===== config.mk =====
export PLATFORM = sky130hd
export DESIGN_NAME = mdu
export DESIGN_NICKNAME = d
export VERILOG_FILES = /design/src/rtl/mdu_pkg.sv /design/src/rtl/mdu_step.sv /design/src/rtl/mdu.sv
export SDC_FILE = /design/constraint.sdc
export NUM_CORES = 1
export LEC_CHECK = 0
export CORE_MARGIN = 5
export CORE_UTILIZATION = 30
export CTS_CLUSTER_DIAMETER = 100
export DETAILED_ROUTE_END_ITERATION = 8
export SETUP_SLACK_MARGIN = 0.2
export SLEW_MARGIN = 15
export SYNTH_ARGS = -nofsm -noshare
export SYNTH_HDL_FRONTEND = slang
export SYNTH_SLANG_ARGS = --single-unit

===== constraint.sdc =====
create_clock -name clk -period 9.9 [get_ports clk]
set_input_delay 1.485 -clock clk [delete_from_list [all_inputs] [get_ports clk]]
set_output_delay 1.485 -clock clk [all_outputs]
set_load 0.01 [all_outputs]

===== src/rtl/mdu_pkg.sv =====
// mdu_pkg: shared operation/state encodings and constants for the multiply/divide unit
package mdu_pkg;
  typedef enum logic [1:0] {MDU_MULT, MDU_MULTU, MDU_DIV, MDU_DIVU} mdu_op_t;
  typedef enum logic [1:0] {IDLE, CALC, FIX} mdu_state_t;
  localparam logic [63:0] MDU_DIV0_QUOT = '1;
endpackage


===== src/rtl/mdu_step.sv =====
// mdu_step: one shift-add multiply or restoring shift-subtract divide iteration on magnitudes
module mdu_step #(
  parameter int WIDTH = 32
) (
  input  logic [2*WIDTH-1:0] acc_i,
  input  logic [WIDTH-1:0]   m_i,
  input  logic               is_div_i,
  output logic [2*WIDTH-1:0] acc_o
);
  logic [WIDTH:0] sum;
  logic [WIDTH:0] rem;
  logic [WIDTH:0] diff;
  // multiply: {acc_hi+m?, acc_lo} >> 1; divide: shift left, subtract divisor if it fits
  always_comb begin
    sum   = {1'b0, acc_i[2*WIDTH-1:WIDTH]} + ({1'b0, m_i} & {(WIDTH+1){acc_i[0]}});
    rem   = acc_i[2*WIDTH-1:WIDTH-1];
    diff  = rem - {1'b0, m_i};
    acc_o = !is_div_i ? {sum, acc_i[WIDTH-1:1]} :
            diff[WIDTH] ? {rem[WIDTH-1:0], acc_i[WIDTH-2:0], 1'b0} :
                          {diff[WIDTH-1:0], acc_i[WIDTH-2:0], 1'b1};
  end
endmodule


===== src/rtl/mdu.sv =====
// mdu: iterative MIPS HI/LO multiply/divide unit; MDU_FAST_MULT_EN enables single-edge multiply
module mdu
  import mdu_pkg::*;
#(
  parameter int WIDTH = 32
) (
  input  logic             clk,
  input  logic             reset,
  input  logic             start,
  input  logic [1:0]       op,
  input  logic [WIDTH-1:0] a,
  input  logic [WIDTH-1:0] b,
  input  logic             hi_we,
  input  logic             lo_we,
  output logic [WIDTH-1:0] hi,
  output logic [WIDTH-1:0] lo,
  output logic             busy,
  output logic             done
);
  localparam int CW = $clog2(WIDTH);
  mdu_state_t state_q, state_d;
  mdu_op_t op_q, op_d;
  logic [CW-1:0] cnt_q, cnt_d;
  logic neg_a_q, neg_a_d, neg_b_q, neg_b_d, b_zero_q, b_zero_d, done_q, done_d;
  logic [2*WIDTH-1:0] acc_q, acc_d, step_acc, prod;
  logic [WIDTH-1:0] m_q, m_d, hi_q, hi_d, lo_q, lo_d, abs_a, abs_b, quo, rem;
  logic sgn, is_div_q, fix_neg;
  assign sgn      = ~op[0];
  assign abs_a    = (sgn & a[WIDTH-1]) ? -a : a;
  assign abs_b    = (sgn & b[WIDTH-1]) ? -b : b;
  assign is_div_q = (op_q == MDU_DIV) || (op_q == MDU_DIVU);
  assign fix_neg  = neg_a_q ^ neg_b_q;
  assign hi       = hi_q;
  assign lo       = lo_q;
  assign busy     = state_q != IDLE;
  assign done     = done_q;
  mdu_step #(.WIDTH(WIDTH)) u_step (
    .acc_i   (acc_q),
    .m_i     (m_q),
    .is_div_i(is_div_q),
    .acc_o   (step_acc)
  );
`ifdef MDU_FAST_MULT_EN
  logic [2*WIDTH-1:0] ext_a, ext_b, fast_prod;
  assign ext_a     = {{WIDTH{sgn & a[WIDTH-1]}}, a};
  assign ext_b     = {{WIDTH{sgn & b[WIDTH-1]}}, b};
  assign fast_prod = ext_a * ext_b;
`endif
  // next state: accept/MT writes in IDLE, iterate in CALC, sign-correct and commit in FIX
  always_comb begin
    state_d  = state_q;
    op_d     = op_q;
    cnt_d    = cnt_q;
    neg_a_d  = neg_a_q;
    neg_b_d  = neg_b_q;
    b_zero_d = b_zero_q;
    acc_d    = acc_q;
    m_d      = m_q;
    hi_d     = hi_q;
    lo_d     = lo_q;
    done_d   = 1'b0;
    prod     = fix_neg ? -acc_q : acc_q;
    quo      = b_zero_q ? MDU_DIV0_QUOT[WIDTH-1:0] :
               fix_neg ? -acc_q[WIDTH-1:0] : acc_q[WIDTH-1:0];
    rem      = neg_a_q ? -acc_q[2*WIDTH-1:WIDTH] : acc_q[2*WIDTH-1:WIDTH];
    case (state_q)
      IDLE: begin
        hi_d = hi_we ? a : hi_q;
        lo_d = lo_we ? a : lo_q;
        if (start) begin
          op_d     = mdu_op_t'(op);
          neg_a_d  = sgn & a[WIDTH-1];
          neg_b_d  = sgn & b[WIDTH-1];
          b_zero_d = b == '0;
          acc_d    = {{WIDTH{1'b0}}, op[1] ? abs_a : abs_b};
          m_d      = op[1] ? abs_b : abs_a;
          cnt_d    = '0;
          state_d  = CALC;
`ifdef MDU_FAST_MULT_EN
          if (!op[1]) begin
            acc_d   = fast_prod;
            neg_a_d = 1'b0;
            neg_b_d = 1'b0;
            state_d = FIX;
          end
`endif
        end
      end
      CALC: begin
        acc_d   = step_acc;
        cnt_d   = cnt_q + 1'b1;
        state_d = (cnt_q == CW'(WIDTH-1)) ? FIX : CALC;
      end
      FIX: begin
        {hi_d, lo_d} = is_div_q ? {rem, quo} : prod;
        done_d       = 1'b1;
        state_d      = IDLE;
      end
      default: state_d = IDLE;
    endcase
  end
  // state registers with synchronous reset aborting any operation in flight
  always_ff @(posedge clk) begin
    if (reset) begin
      state_q  <= IDLE;
      op_q     <= MDU_MULT;
      cnt_q    <= '0;
      neg_a_q  <= 1'b0;
      neg_b_q  <= 1'b0;
      b_zero_q <= 1'b0;
      acc_q    <= '0;
      m_q      <= '0;
      hi_q     <= '0;
      lo_q     <= '0;
      done_q   <= 1'b0;
    end else begin
      state_q  <= state_d;
      op_q     <= op_d;
      cnt_q    <= cnt_d;
      neg_a_q  <= neg_a_d;
      neg_b_q  <= neg_b_d;
      b_zero_q <= b_zero_d;
      acc_q    <= acc_d;
      m_q      <= m_d;
      hi_q     <= hi_d;
      lo_q     <= lo_d;
      done_q   <= done_d;
    end
  end
endmodule


# --- Word-level counts from Yosys, hierarchy flattened ---
# Index checks and enable logic that the tools add are counted.
# Widths: inputs -> output; s select.
classes:
  addsub: 8
  n_eq_ne: 8
  muxes: 23
  bitwise: 5
  n_reduce_logical: 10
op_table:
  columns: ["cell", "n"]
  rows:
  - ["$mux 64", 5]
  - ["$mux 32", 9]
  - ["$neg 32->32", 4]
  - ["$pmux 32 s2", 2]
  - ["$pmux 64 s2", 1]
  - ["$neg 64->64", 1]
  - ["$add 32x33->33", 1]
  - ["$and 32x33->33", 1]
  - ["$sub 33x32->33", 1]
  - ["$logic_not 32->1", 1]
  - ["$pmux 5 s2", 1]
  - ["$reduce_and 2->1", 4]
  - ["$eq 2x2->1 const B", 3]
  - ["$ne 2x2->1 const B", 3]
  - ["$reduce_bool 2->1", 3]
  - ["$add 5x1->5 const B", 1]
  - ["$eq 5x5->1 const B", 1]
  - ["$mux 5", 1]
  - ["$mux 2", 2]
  - ["$pmux 2 s2", 1]
  - ["$and 1x1->1", 2]
  - ["$eq 2x1->1 const B", 1]
  - ["$logic_not 2->1", 1]
  - ["$logic_or 1x1->1", 1]
  - ["other kinds (3)", 3]
word_totals:
  ff_bits: 173
  in_bits: 71
  out_inout_bits: 66
  word_cells: 65

# --- Longest topological paths before layout ---
# Gate-level depths: netlist of the first run.
logic_depth:
  ltp_word: 6
  ltp_mapped: 15
  ltp_nobuf: 14

# --- Modules after synthesis ---
# A second synthesis of the first run with hierarchy kept.
unflattened:
  cells_unflattened: 2063
  hier_area_um2: 15232.1
modules_own_cells:
  columns: ["module", "n_inst", "cells_each", "area_each_um2", "seq_area_each_um2"]
  rows:
  - ["mdu", 1, 1400, 10641.5, 3443.3]
  - ["mdu_step", 1, 663, 4590.7, 0.0]

# --- Least setup slack after synthesis of the first run ---
# OpenSTA, ideal clock, no wires.
synth_path:
  kind: "input to register"
  startpoint: "input a[17]"
  endpoint: "register acc_q[30]"
  setup_time_ns: 0.130
  arrival_time_ns: 3.754
  t_required_ns: 9.770
  path_slack_ns: 6.016
  path_stages: 9
  n_path_buf: 0
  path_cell_list: "or4_1 -> or3_1 -> or4_4 -> nor3_1 -> a21oi_1 -> xnor2_1 -> o22ai_1 -> o21ai_0 -> a21oi_1"
synth_between:
  elab_chain_cells: 5
synth_rtl:
  columns: ["item", "line", "rtl"]
  rows:
  - ["from (decl)", "mdu.sv:11", "input logic [WIDTH-1:0] a,"]
  - ["$neg 32->32", "mdu.sv:29", "assign abs_a = (sgn & a[WIDTH-1]) ? -a : a;"]
  - ["$mux 32", "mdu.sv:29", null]
  - ["$mux 32", "mdu.sv:75", "acc_d = {{WIDTH{1'b0}}, op[1] ? abs_a : abs_b};"]
  - ["$mux 64", "mdu.sv:70", "if (start) begin"]
  - ["$pmux 64 s2", "mdu.sv:66", "case (state_q)"]
  - ["to (signal assigned)", "mdu.sv:111", "acc_q <= '0;"]
  - ["to (signal assigned)", "mdu.sv:123", "acc_q <= acc_d;"]
  - ["to (decl)", "mdu.sv:25", "logic [2*WIDTH-1:0] acc_q, acc_d, step_acc, prod;"]
# Every way passes these cells. The select of a mux whose other input is x is not followed.
# A chain may end at the register's enable or synchronous reset.

# --- Worst setup path after layout of the first run ---
layout_path:
  startpoint: "input b[0]"
  endpoint: "register acc_q[30]"
layout_between:
  elab_chain_cells: 5
layout_rtl:
  columns: ["item", "line", "rtl"]
  rows:
  - ["from (decl)", "mdu.sv:12", "input logic [WIDTH-1:0] b,"]
  - ["$neg 32->32", "mdu.sv:30", "assign abs_b = (sgn & b[WIDTH-1]) ? -b : b;"]
  - ["$mux 32", "mdu.sv:30", null]
  - ["$mux 32", "mdu.sv:75", null]
  - ["$mux 64", "mdu.sv:70", null]
  - ["$pmux 64 s2", "mdu.sv:66", null]
# Every way passes these cells. The select of a mux whose other input is x is not followed.

==> impl_metrics.ini, run 1 <==
[worst_hold_path]
hold_path_end = hi[18]$_SDFFE_PP0P_
worstHoldStart = hi[18]$_SDFFE_PP0P_
whs_path_depth = 2
hold_class = flip-flop to flip-flop

[finish]
drive_gt1_share_pct = 5.435
nets = 2154
syn2layout_area_growth_pct = 16.83
nFillCells = 5028
final_core_util_pct = 35.57

[clock_tree]
cts_setup_buffers = 0
clk_pin_slew_ps = 70
cts.sinks = 172
cts_made_buffers = 17
cts_tree = yes
holdBufCountCts = 0
cts_htree_levels = 4
cts_root_buf = clkbuf_16
max-clock-path-buffers = 2
post_cts_resized = 0
insertion_delay_ps = 460

[worst_setup_path]
path_cells = clkdlybuf4s50_1, inv_1, ha_1, nor4b_1, nand3b_1, nor2_1, nand2_1, or4_1, o41ai_2, xor2_1, o22ai_1, o21ai_0, a21oi_1
crit_type = input port to flip-flop
reg2reg_to = acc_q[57]$_SDFFE_PP0P_
cpPeakStageDelay_ps = 520
crit_path_start_kind = input port
endpoint_kind = flip-flop
rr_worst_depth = 13
r2r_start = acc_q[32]$_SDFFE_PP0P_
arrival_ps = 4840
slowest_stage = clkdlybuf4s50_1
cp_max_fo = 5
crit_required_ps = 10200
r2r_setup_slack_ps = 5450

[synth]
synthSimpleGateAreaFrac_pct = 21.17
synth_edf_count = 0
ys_ff_latch = 172
muxShareOfSynthArea_pct = 3.532
synth-xor-area-share_pct = 10.67
synth_area_leaders = dfxtp_1 (24%), a21oi_1 (8.4%), ha_1 (6.2%)
mappedNetlistArea_mm2 = 0.01420
synth.most_common_cell = a21oi_1
synth_compound_area_share_pct = 28.66
synth_top_cell_by_area = dfxtp_1
async_reset_ff_share_pct = 0
synth-adder-area-share_pct = 6.448
synth.distinct_cells = 84
synth_top_family_by_area = compound AO/OA/AOI/OAI gates
synth_common_cells = a21oi_1 (238), nand2_1 (219), nor2_1 (214)
yosysSeqAreaShare_pct = 24.24
synth_top_area_share_pct = 24.24
postSynthAreaPerCell_um2 = 7.221
synthFlopType = dfxtp_1
syn_nets = 2110
yosys_warnings = 0
syn-instance-count = 1967

[timing]
setup_viol = 0
finClkSkew_ps = 14.98
worst_pin_slew_ps = 1101
max_freq_mhz = 220.3
drv_slew = 0
fin_crit_ps = 4539
max_slew_margin_pct = 26.31
period_share_pct = 45.85
rsz0062_at_grt = false
setup_tns_ps = 0
hold_viol = 0

[grt]
track_usage_pct = 20.67
antenna_found_initial = 3
grt_pass1_wl_mm = 83.69
grt_max_degree = 81
grt_pass1_vias = 14081
grt_overflow = 0

[drt]
drt_iter0_markers = 1419
drc = 0
dr.pass1.iters = 5
wl_mm = 55.93
wl_per_cell_um = 21.25
ant_nets = 0
vias = 15048
via_per_inst = 5.717

[placement]
port_buffers = 136
place_hpwl_mm = 42.82
place.gp.congestion = 0.9669

[status]
outcome = completed

[job]
max-cap-violations = 0

[die]
pin_count = 137
initial_core_util_pct = 30.44
die_h_um = 227.6
core_area_mm2 = 0.04665
die-area_mm2 = 0.05180
die_w_um = 227.6
std_cell_rows = 79

[pwr]
leakagePower_nw = 6.533
ir_drop_uv = 134.6
p_per_area_mw_per_mm2 = 128.7
==> report_power, final <==
group / leakage, nW / internal (mW) / switching [mW]
clock network: 0.281 / 0.359 / 0.331
logic: 4.84 / 0.258 / 0.398
registers: 1.41 / 0.735 / 0.0557
total: 6.53 / 1.35 / 0.784
==> cells in the final DEF (no fill, tap or decap), drive strengths merged, types with 41 or more instances in the layout <==
master | Yosys | layout
a21oi | 238 | 238
clkdlybuf4s50 | 0 | 134
dfxtp | 172 | 172
ha | 70 | 70
inv | 64 | 69
nand2 | 219 | 219
nor2 | 215 | 215
nor3 | 41 | 41
o21ai | 173 | 173
xnor2 | 89 | 89
xor2 | 84 | 84
==> worst max-delay path: cells and delay by family <==
kind / cells / cell delay (ps)
AOI/OAI and AO/OA: 4 / 680
and+or+nand+nor: 5 / 1550
buffers and inverters: 2 / 620
adders and majority gates: 1 / 190
xor gates and xnor gates: 1 / 310
==> state kept, by name, summed over array words and instances, names as in the netlist <==
name      flops
state_q       2
neg_b_q       1
neg_a_q       1
done          1
cnt_q         5
op_q          1
hi           32
lo           32
b_zero_q      1
m_q          32
acc_q        64
==> logic make-up (layout without fill, tap and decap cells) <==
kind of cell               Yosys count  after routing
muxes                               49             49
and+or+nand+nor                    641            641
xor gates and xnor gates           173            173
buffers and inverters              196            253
other                                0              1
DFF                                172            172
AOI/OAI and AO/OA                  664            664
adders and majority gates           72             72
==> cell type report <==
type | instances | area, µm² | share of cell area [%]
timing repair buffer | 157 | 1511 | 9.109
clock buffer | 18 | 439.2 | 2.647
sequential | 172 | 3445 | 20.76
clock inverter | 14 | 135.1 | 0.8144
tap | 607 | 759.5 | 4.577
inverter | 64 | 240.2 | 1.448
antenna | 1 | 2.502 | 0.01508
multi-input combinational | 1599 | 10060 | 60.63
==> per-stage QoR <==
| stage | hold slack, ps | setup slack [ps] | total power, mW | cells | cell area, µm² |
|---|---|---|---|---|---|
| 2_1_floorplan | 431.9 | 6016 | 1.212 | 1967 | 14200 |
| 3_3_place_gp | 435.3 | 5028 | 1.445 | 2599 | 16010 |
| 3_5_place_dp | 445.5 | 4947 | 1.450 | 2599 | 16010 |
| 4_1_cts | 455.2 | 5397 | 2.129 | 2631 | 16580 |
| 5_1_grt | 477.8 | 5091 | 2.226 | 2631 | 16590 |
| 6_report | 451.8 | 5361 | 2.135 | 2632 | 16590 |
==> worst max-delay path by stage <==
stage,from,end,slack [ps],cells past startpoint
6_report,b[0],acc_q[30]$_SDFFE_PP0P_,5360,13
5_1_grt,acc_q[0]$_SDFFE_PP0P_,acc_q[61]$_SDFFE_PP0P_,5090,14
4_1_cts,acc_q[32]$_SDFFE_PP0P_,acc_q[57]$_SDFFE_PP0P_,5400,13
3_3_place_gp,b[0],acc_q[30]$_SDFFE_PP0P_,5030,13
3_5_place_dp,b[0],acc_q[30]$_SDFFE_PP0P_,4950,13
2_1_floorplan,a[17],acc_q[30]$_SDFFE_PP0P_,6020,9
==> per-layer routing <==
metal | up-vias | track usage [%] | wire length [µm]
li1 | 7147 | - | -
met1 | 7140 | 27.96 | 24050
met2 | 649 | 31.97 | 25050
met3 | 110 | 5.106 | 4885
met4 | 2 | 7.620 | 1894
met5 | - | 0 | 44
Note: power is estimated with default switching activity, not from simulation.
==> run 2: changes to the inputs <==
==> constraint.sdc (replaced) <==
create_clock -name clk -period 4.05 [get_ports clk]
set_input_delay 0.6075 -clock clk [delete_from_list [all_inputs] [get_ports clk]]
set_output_delay 0.6075 -clock clk [all_outputs]
set_load 0.01 [all_outputs]
==> impl_metrics.ini, run 2 (same netlist as run 1, synthesis figures left out) <==
[status]
outcome = completed

[timing]
setup_tns_ps = 0
max_slew_margin_pct = 31.94
worst_pin_slew_ps = 1018
rsz0062_at_grt = false
finClkSkew_ps = 13.52
drv_slew = 0
max_freq_mhz = 273.4
period_share_pct = 90.31
setup_viol = 0
hold_viol = 0
fin_crit_ps = 3657

[drt]
drt_iter0_markers = 1527
ant_nets = 0
dr.pass1.iters = 9
drc = 0
wl_mm = 56.79
wl_per_cell_um = 21.07
vias = 15396
via_per_inst = 5.713

[finish]
final_cell_mix = a21oi_1 (238), nand2_1 (219), nor2_1 (213)
final_cell_count_no_fill = 2695
nFillCells = 4926
syn2layout_area_growth_pct = 20.67
largest_reg_flops = 64
nets = 2217
regMostFlops = acc_q
final_common_cell = a21oi_1
drive_gt1_share_pct = 8.385

[grt]
grt_pass1_wl_mm = 86.62
grt_pass1_vias = 14649
grt_max_degree = 74
grt_overflow = 0
antenna_found_initial = 1
track_usage_pct = 21.19

[placement]
placed_cells = 2662
place.gp.congestion = 0.9673
place_hpwl_mm = 44.48
port_buffers = 136

[pwr]
p_sw_mw = 1.957
p_int_mw = 3.442
p_sw_share_pct = 36.25
leakagePower_nw = 6.882
pwr-share-comb_pct = 31.5
p_per_area_mw_per_mm2 = 315.0
total_power_mw = 5.399
seqPwrFrac_pct = 35.6
ir_drop_uv = 316.3
pwr-share-clk_pct = 32.9

[job]
max-cap-violations = 0

[die]
die_w_um = 227.6
core_area_mm2 = 0.04665
die-area_mm2 = 0.05180
std_cell_rows = 79
die_h_um = 227.6
initial_core_util_pct = 30.44
pin_count = 137

[worst_hold_path]
hold_class = flip-flop to flip-flop

[clock_tree]
clk_pin_slew_ps = 80
cts_made_buffers = 17
cts_root_buf = clkbuf_16
cts.sinks = 172
cts_htree_levels = 4
cts_setup_buffers = 0
cts_tree = yes
insertion_delay_ps = 460
holdBufCountCts = 0
max-clock-path-buffers = 2

[worst_setup_path]
crit_path_start_kind = flip-flop
arrival_ps = 4010
endpoint_kind = flip-flop
crit_required_ps = 4400
cp_max_fo = 7
crit_top_cell = o211ai_1
r2r_setup_slack_ps = 390
cpPeakStageDelay_ps = 540
path_cells = inv_1, nor2_1, ha_1, and2_1, a221oi_1, a21oi_1, o211ai_1, o2111ai_1, o211ai_1, o31ai_2, a2111oi_0, o21ai_0, and3b_1
slowest_stage = a2111oi_0
crit_type = flip-flop to flip-flop
==> run 2: what timing repair did <==
| item | in CTS | in global routing |
|---|---|---|
| resized for setup | 0 | 5 |
| setup endpoints to repair | 0 | 7 |
| endpoints found under the hold margin | 0 | 0 |
==> run 2: path summary, 6_finish.rpt <==
check | to | cells after the start | start
max | acc_q[63]$_SDFFE_PP0P_ | 13 | acc_q[0]$_SDFFE_PP0P_
min | hi[18]$_SDFFE_PP0P_ | 2 | hi[18]$_SDFFE_PP0P_
min reg2reg | hi[18]$_SDFFE_PP0P_ | 2 | hi[18]$_SDFFE_PP0P_
max reg2reg | acc_q[63]$_SDFFE_PP0P_ | 13 | acc_q[0]$_SDFFE_PP0P_
==> run 2: through the flow <==
step / hold WS (ps) / util [%] / setup WS [ps] / area (µm²)
floorplan: 431.9 / - / 801.8 / 14200
global placement: 435.7 / 35.38 / 234.3 / 16510
detailed placement: 435.9 / 35.38 / 170.3 / 16510
CTS: 445.8 / 36.68 / 357.4 / 17120
global route: 483.0 / 36.73 / 230.5 / 17140
finish: 442.4 / 36.74 / 392.6 / 17140
==> run 2: per-layer routing <==
layer  track usage, %  vias up  share of wire (%)
met5                0        -                  0
met4            6.520        0                3.2
li1                 -     7280                  -
met2            33.13      704                 45
met1            28.59     7307                 42
met3            5.764      105                9.3
==> run 2: layout make-up <==
cell class	count	area [µm²]	area share (%)
timing repair buffer	220	2013	11.75
antenna	1	2.502	0.01460
clock buffer	19	452.9	2.643
clock inverter	13	155.1	0.9052
tap	607	759.5	4.431
multi-input combinational	1599	10070	58.76
inverter	64	240.2	1.402
sequential	172	3445	20.10
==> run 2: power groups by stage <==
| stage | clock network [mW] | registers (mW) | logic (mW) |
|---|---|---|---|
| after floorplan | 0 | 1.92 | 1.04 |
| after CTS | 1.80 | 1.92 | 1.67 |
| final | 1.78 | 1.92 | 1.70 |
| after global placement | 0 | 1.95 | 1.64 |
| after detailed placement | 0 | 1.96 | 1.66 |
| after global routing | 1.87 | 1.93 | 1.84 |
==> run 2: critical path, delay by kind of cell, from the launching register on <==
family | cells | cell delay (ps)
flops | 1 | 340
buf+inv | 1 | 320
fa+ha+maj | 1 | 340
compound gates | 8 | 2080
simple gates | 3 | 470
==> run 3: changes to the inputs <==
--- a/config.mk
+++ b/config.mk
@@ -5,10 +5,14 @@
 export SDC_FILE = /design/constraint.sdc
 export NUM_CORES = 1
 export LEC_CHECK = 0
+export CELL_PAD_IN_SITES_DETAIL_PLACEMENT = 1
+export CELL_PAD_IN_SITES_GLOBAL_PLACEMENT = 1
 export CORE_MARGIN = 5
 export CORE_UTILIZATION = 30
 export CTS_CLUSTER_DIAMETER = 100
 export DETAILED_ROUTE_END_ITERATION = 8
+export PLACE_DENSITY_LB_ADDON = 0.1
+export REMOVE_ABC_BUFFERS = 1
 export SETUP_SLACK_MARGIN = 0.2
 export SLEW_MARGIN = 15
 export SYNTH_ARGS = -nofsm -noshare
==> impl_metrics.ini, run 3 (same netlist as run 1, synthesis figures left out) <==
[status]
outcome = completed

[finish]
syn2layout_area_growth_pct = 21.37
largest_reg_flops = 64
regMostFlops = acc_q
final_cell_mix = a21oi_1 (237), nand2_1 (219), nor2_1 (210)
final_common_cell = a21oi_1
nets = 2227
drive_gt1_share_pct = 9.108

[worst_setup_path]
cpPeakStageDelay_ps = 410
cp-startpoint = acc_q[31]$_SDFFE_PP0P_
critPathBufInv = 4
rr_worst_depth = 15
slowest_stage = fa_1
crit_top_cell = buf_4
cp_max_fo = 14
endpoint = acc_q[62]$_SDFFE_PP0P_
crit_required_ps = 4410
crit_type = flip-flop to flip-flop
reg2reg_to = acc_q[62]$_SDFFE_PP0P_
arrival_ps = 3940
crit_family = compound AO/OA/AOI/OAI gates
r2r_setup_slack_ps = 470
r2r_start = acc_q[31]$_SDFFE_PP0P_
endpoint_kind = flip-flop
path_depth = 15
path_cells = inv_1, ha_1, fa_1, nand2b_1, a21oi_2, o2111ai_1, a211oi_2, buf_4, o211a_1, o221ai_4, buf_4, buf_4, a21oi_1, o21ai_0, a32o_1
crit_path_start_kind = flip-flop

[drt]
drt_iter0_markers = 855
dr.pass1.iters = 5
drc = 0
vias = 15059
wl_met3_mm = 2.166
met1_length_mm = 29.76
via_per_inst = 5.565
wl_mm = 61.24
ant_nets = 0
wl_met2_mm = 28.28
wl_per_cell_um = 22.63
top_layer = met4

[placement]
port_buffers = 136
place.gp.congestion = 0.8354
dp_slack_ps = 106.3
place_hpwl_mm = 47.01

[clock_tree]
clk_pin_slew_ps = 70
cts_made_buffers = 17
insertion_delay_ps = 470
max-clock-path-buffers = 2
cts_htree_levels = 4
cts_root_buf = clkbuf_16
cts.sinks = 172
cts_tree = yes

[timing]
hold_viol = 0
worst_pin_slew_ps = 966.4
fin_hold_ws_ps = 458.7
fin_crit_ps = 3583
period_share_pct = 88.46
max_slew_margin_pct = 35.50
rsz0062_at_grt = false
drv_slew = 0
finClkSkew_ps = 13.38
max_freq_mhz = 279.1
layout_setup_ws_ps = 467.5
setup_viol = 0

[grt]
track_usage_pct = 23.44
grt_overflow = 0
antenna_found_initial = 1
grt_max_degree = 96
grt_pass1_wl_mm = 94.24
grt_pass1_vias = 15610

[worst_hold_path]
hold_class = flip-flop to flip-flop
worstHoldStart = lo[27]$_SDFFE_PP0P_

[die]
core_area_mm2 = 0.04665
die-area_mm2 = 0.05180
die_w_um = 227.6
initial_core_util_pct = 30.44
std_cell_rows = 79
pin_count = 137
die_h_um = 227.6

[job]
max-cap-violations = 0

[pwr]
ir_drop_uv = 330.2
leakagePower_nw = 6.937
p_per_area_mw_per_mm2 = 315.6
total_power_mw = 5.440
## run 3: cell count changes in the layout (fill, tap and decap cells not counted), moves of 2 or more
cell,before,now
inv_8,3,0
clkinv_2,2,5
xnor2_2,0,2
inv_6,3,1
xnor2_1,89,87
nor2_1,213,210
buf_4,82,92
nor2_2,2,5
## run 3: worst min-delay path, cell delays in order, from the launching register on
cell,delay [ps]
dfxtp_1,310
nand2_1,50
a21oi_1,50
## run 3: cell type report
type	count	area, µm²
Tap cell	607	759.5
Antenna cell	2	5.005
Clock inverter	11	140.1
Fill cell	5756	29420
Multi-Input combinational cell	1599	10090
Sequential cell	172	3445
Timing Repair Buffer	230	2088
Clock buffer	21	470.5
Inverter	64	240.2
## run 3: what timing repair did
action,in CTS,in global routing
hold buffers,0,0
buffers inserted,0,2
setup endpoints to repair,0,13
gates resized for setup,0,6
## run 3: power breakdown
group	total, mW	switching [mW]	internal, mW
Combinational	1.72	1.02	0.697
Sequential	1.92	0.127	1.80
Clock	1.80	0.782	1.02
## run 3: worst min path at each step
stage | cells after the start | end | slack, ps
global placement | 2 | hi[18]$_SDFFE_PP0P_ | 440
finish | 2 | lo[27]$_SDFFE_PP0P_ | 460
floorplan | 2 | m_q[12]$_SDFFE_PP0P_ | 430
detailed placement | 2 | hi[18]$_SDFFE_PP0P_ | 450
CTS | 2 | hi[18]$_SDFFE_PP0P_ | 460
global route | 2 | lo[28]$_SDFFE_PP0P_ | 480
## run 3: per-stage QoR
step / instances / utilization (%) / area [µm²] / setup TNS [ps]
after floorplan: 1835 / - / 13690 / -46650
after global placement: 2670 / 35.54 / 16580 / 0
after detailed placement: 2670 / 35.54 / 16580 / 0
after CTS: 2702 / 36.85 / 17190 / 0
after global routing: 2705 / 36.94 / 17240 / 0
final: 2706 / 36.95 / 17240 / 0
## run 3: per-layer routing
metal	vias to the layer above	global-route usage (%)
li1	7285	-
met1	7443	32.88
met2	276	38.41
met3	55	2.643
met4	0	6.154
met5	-	0
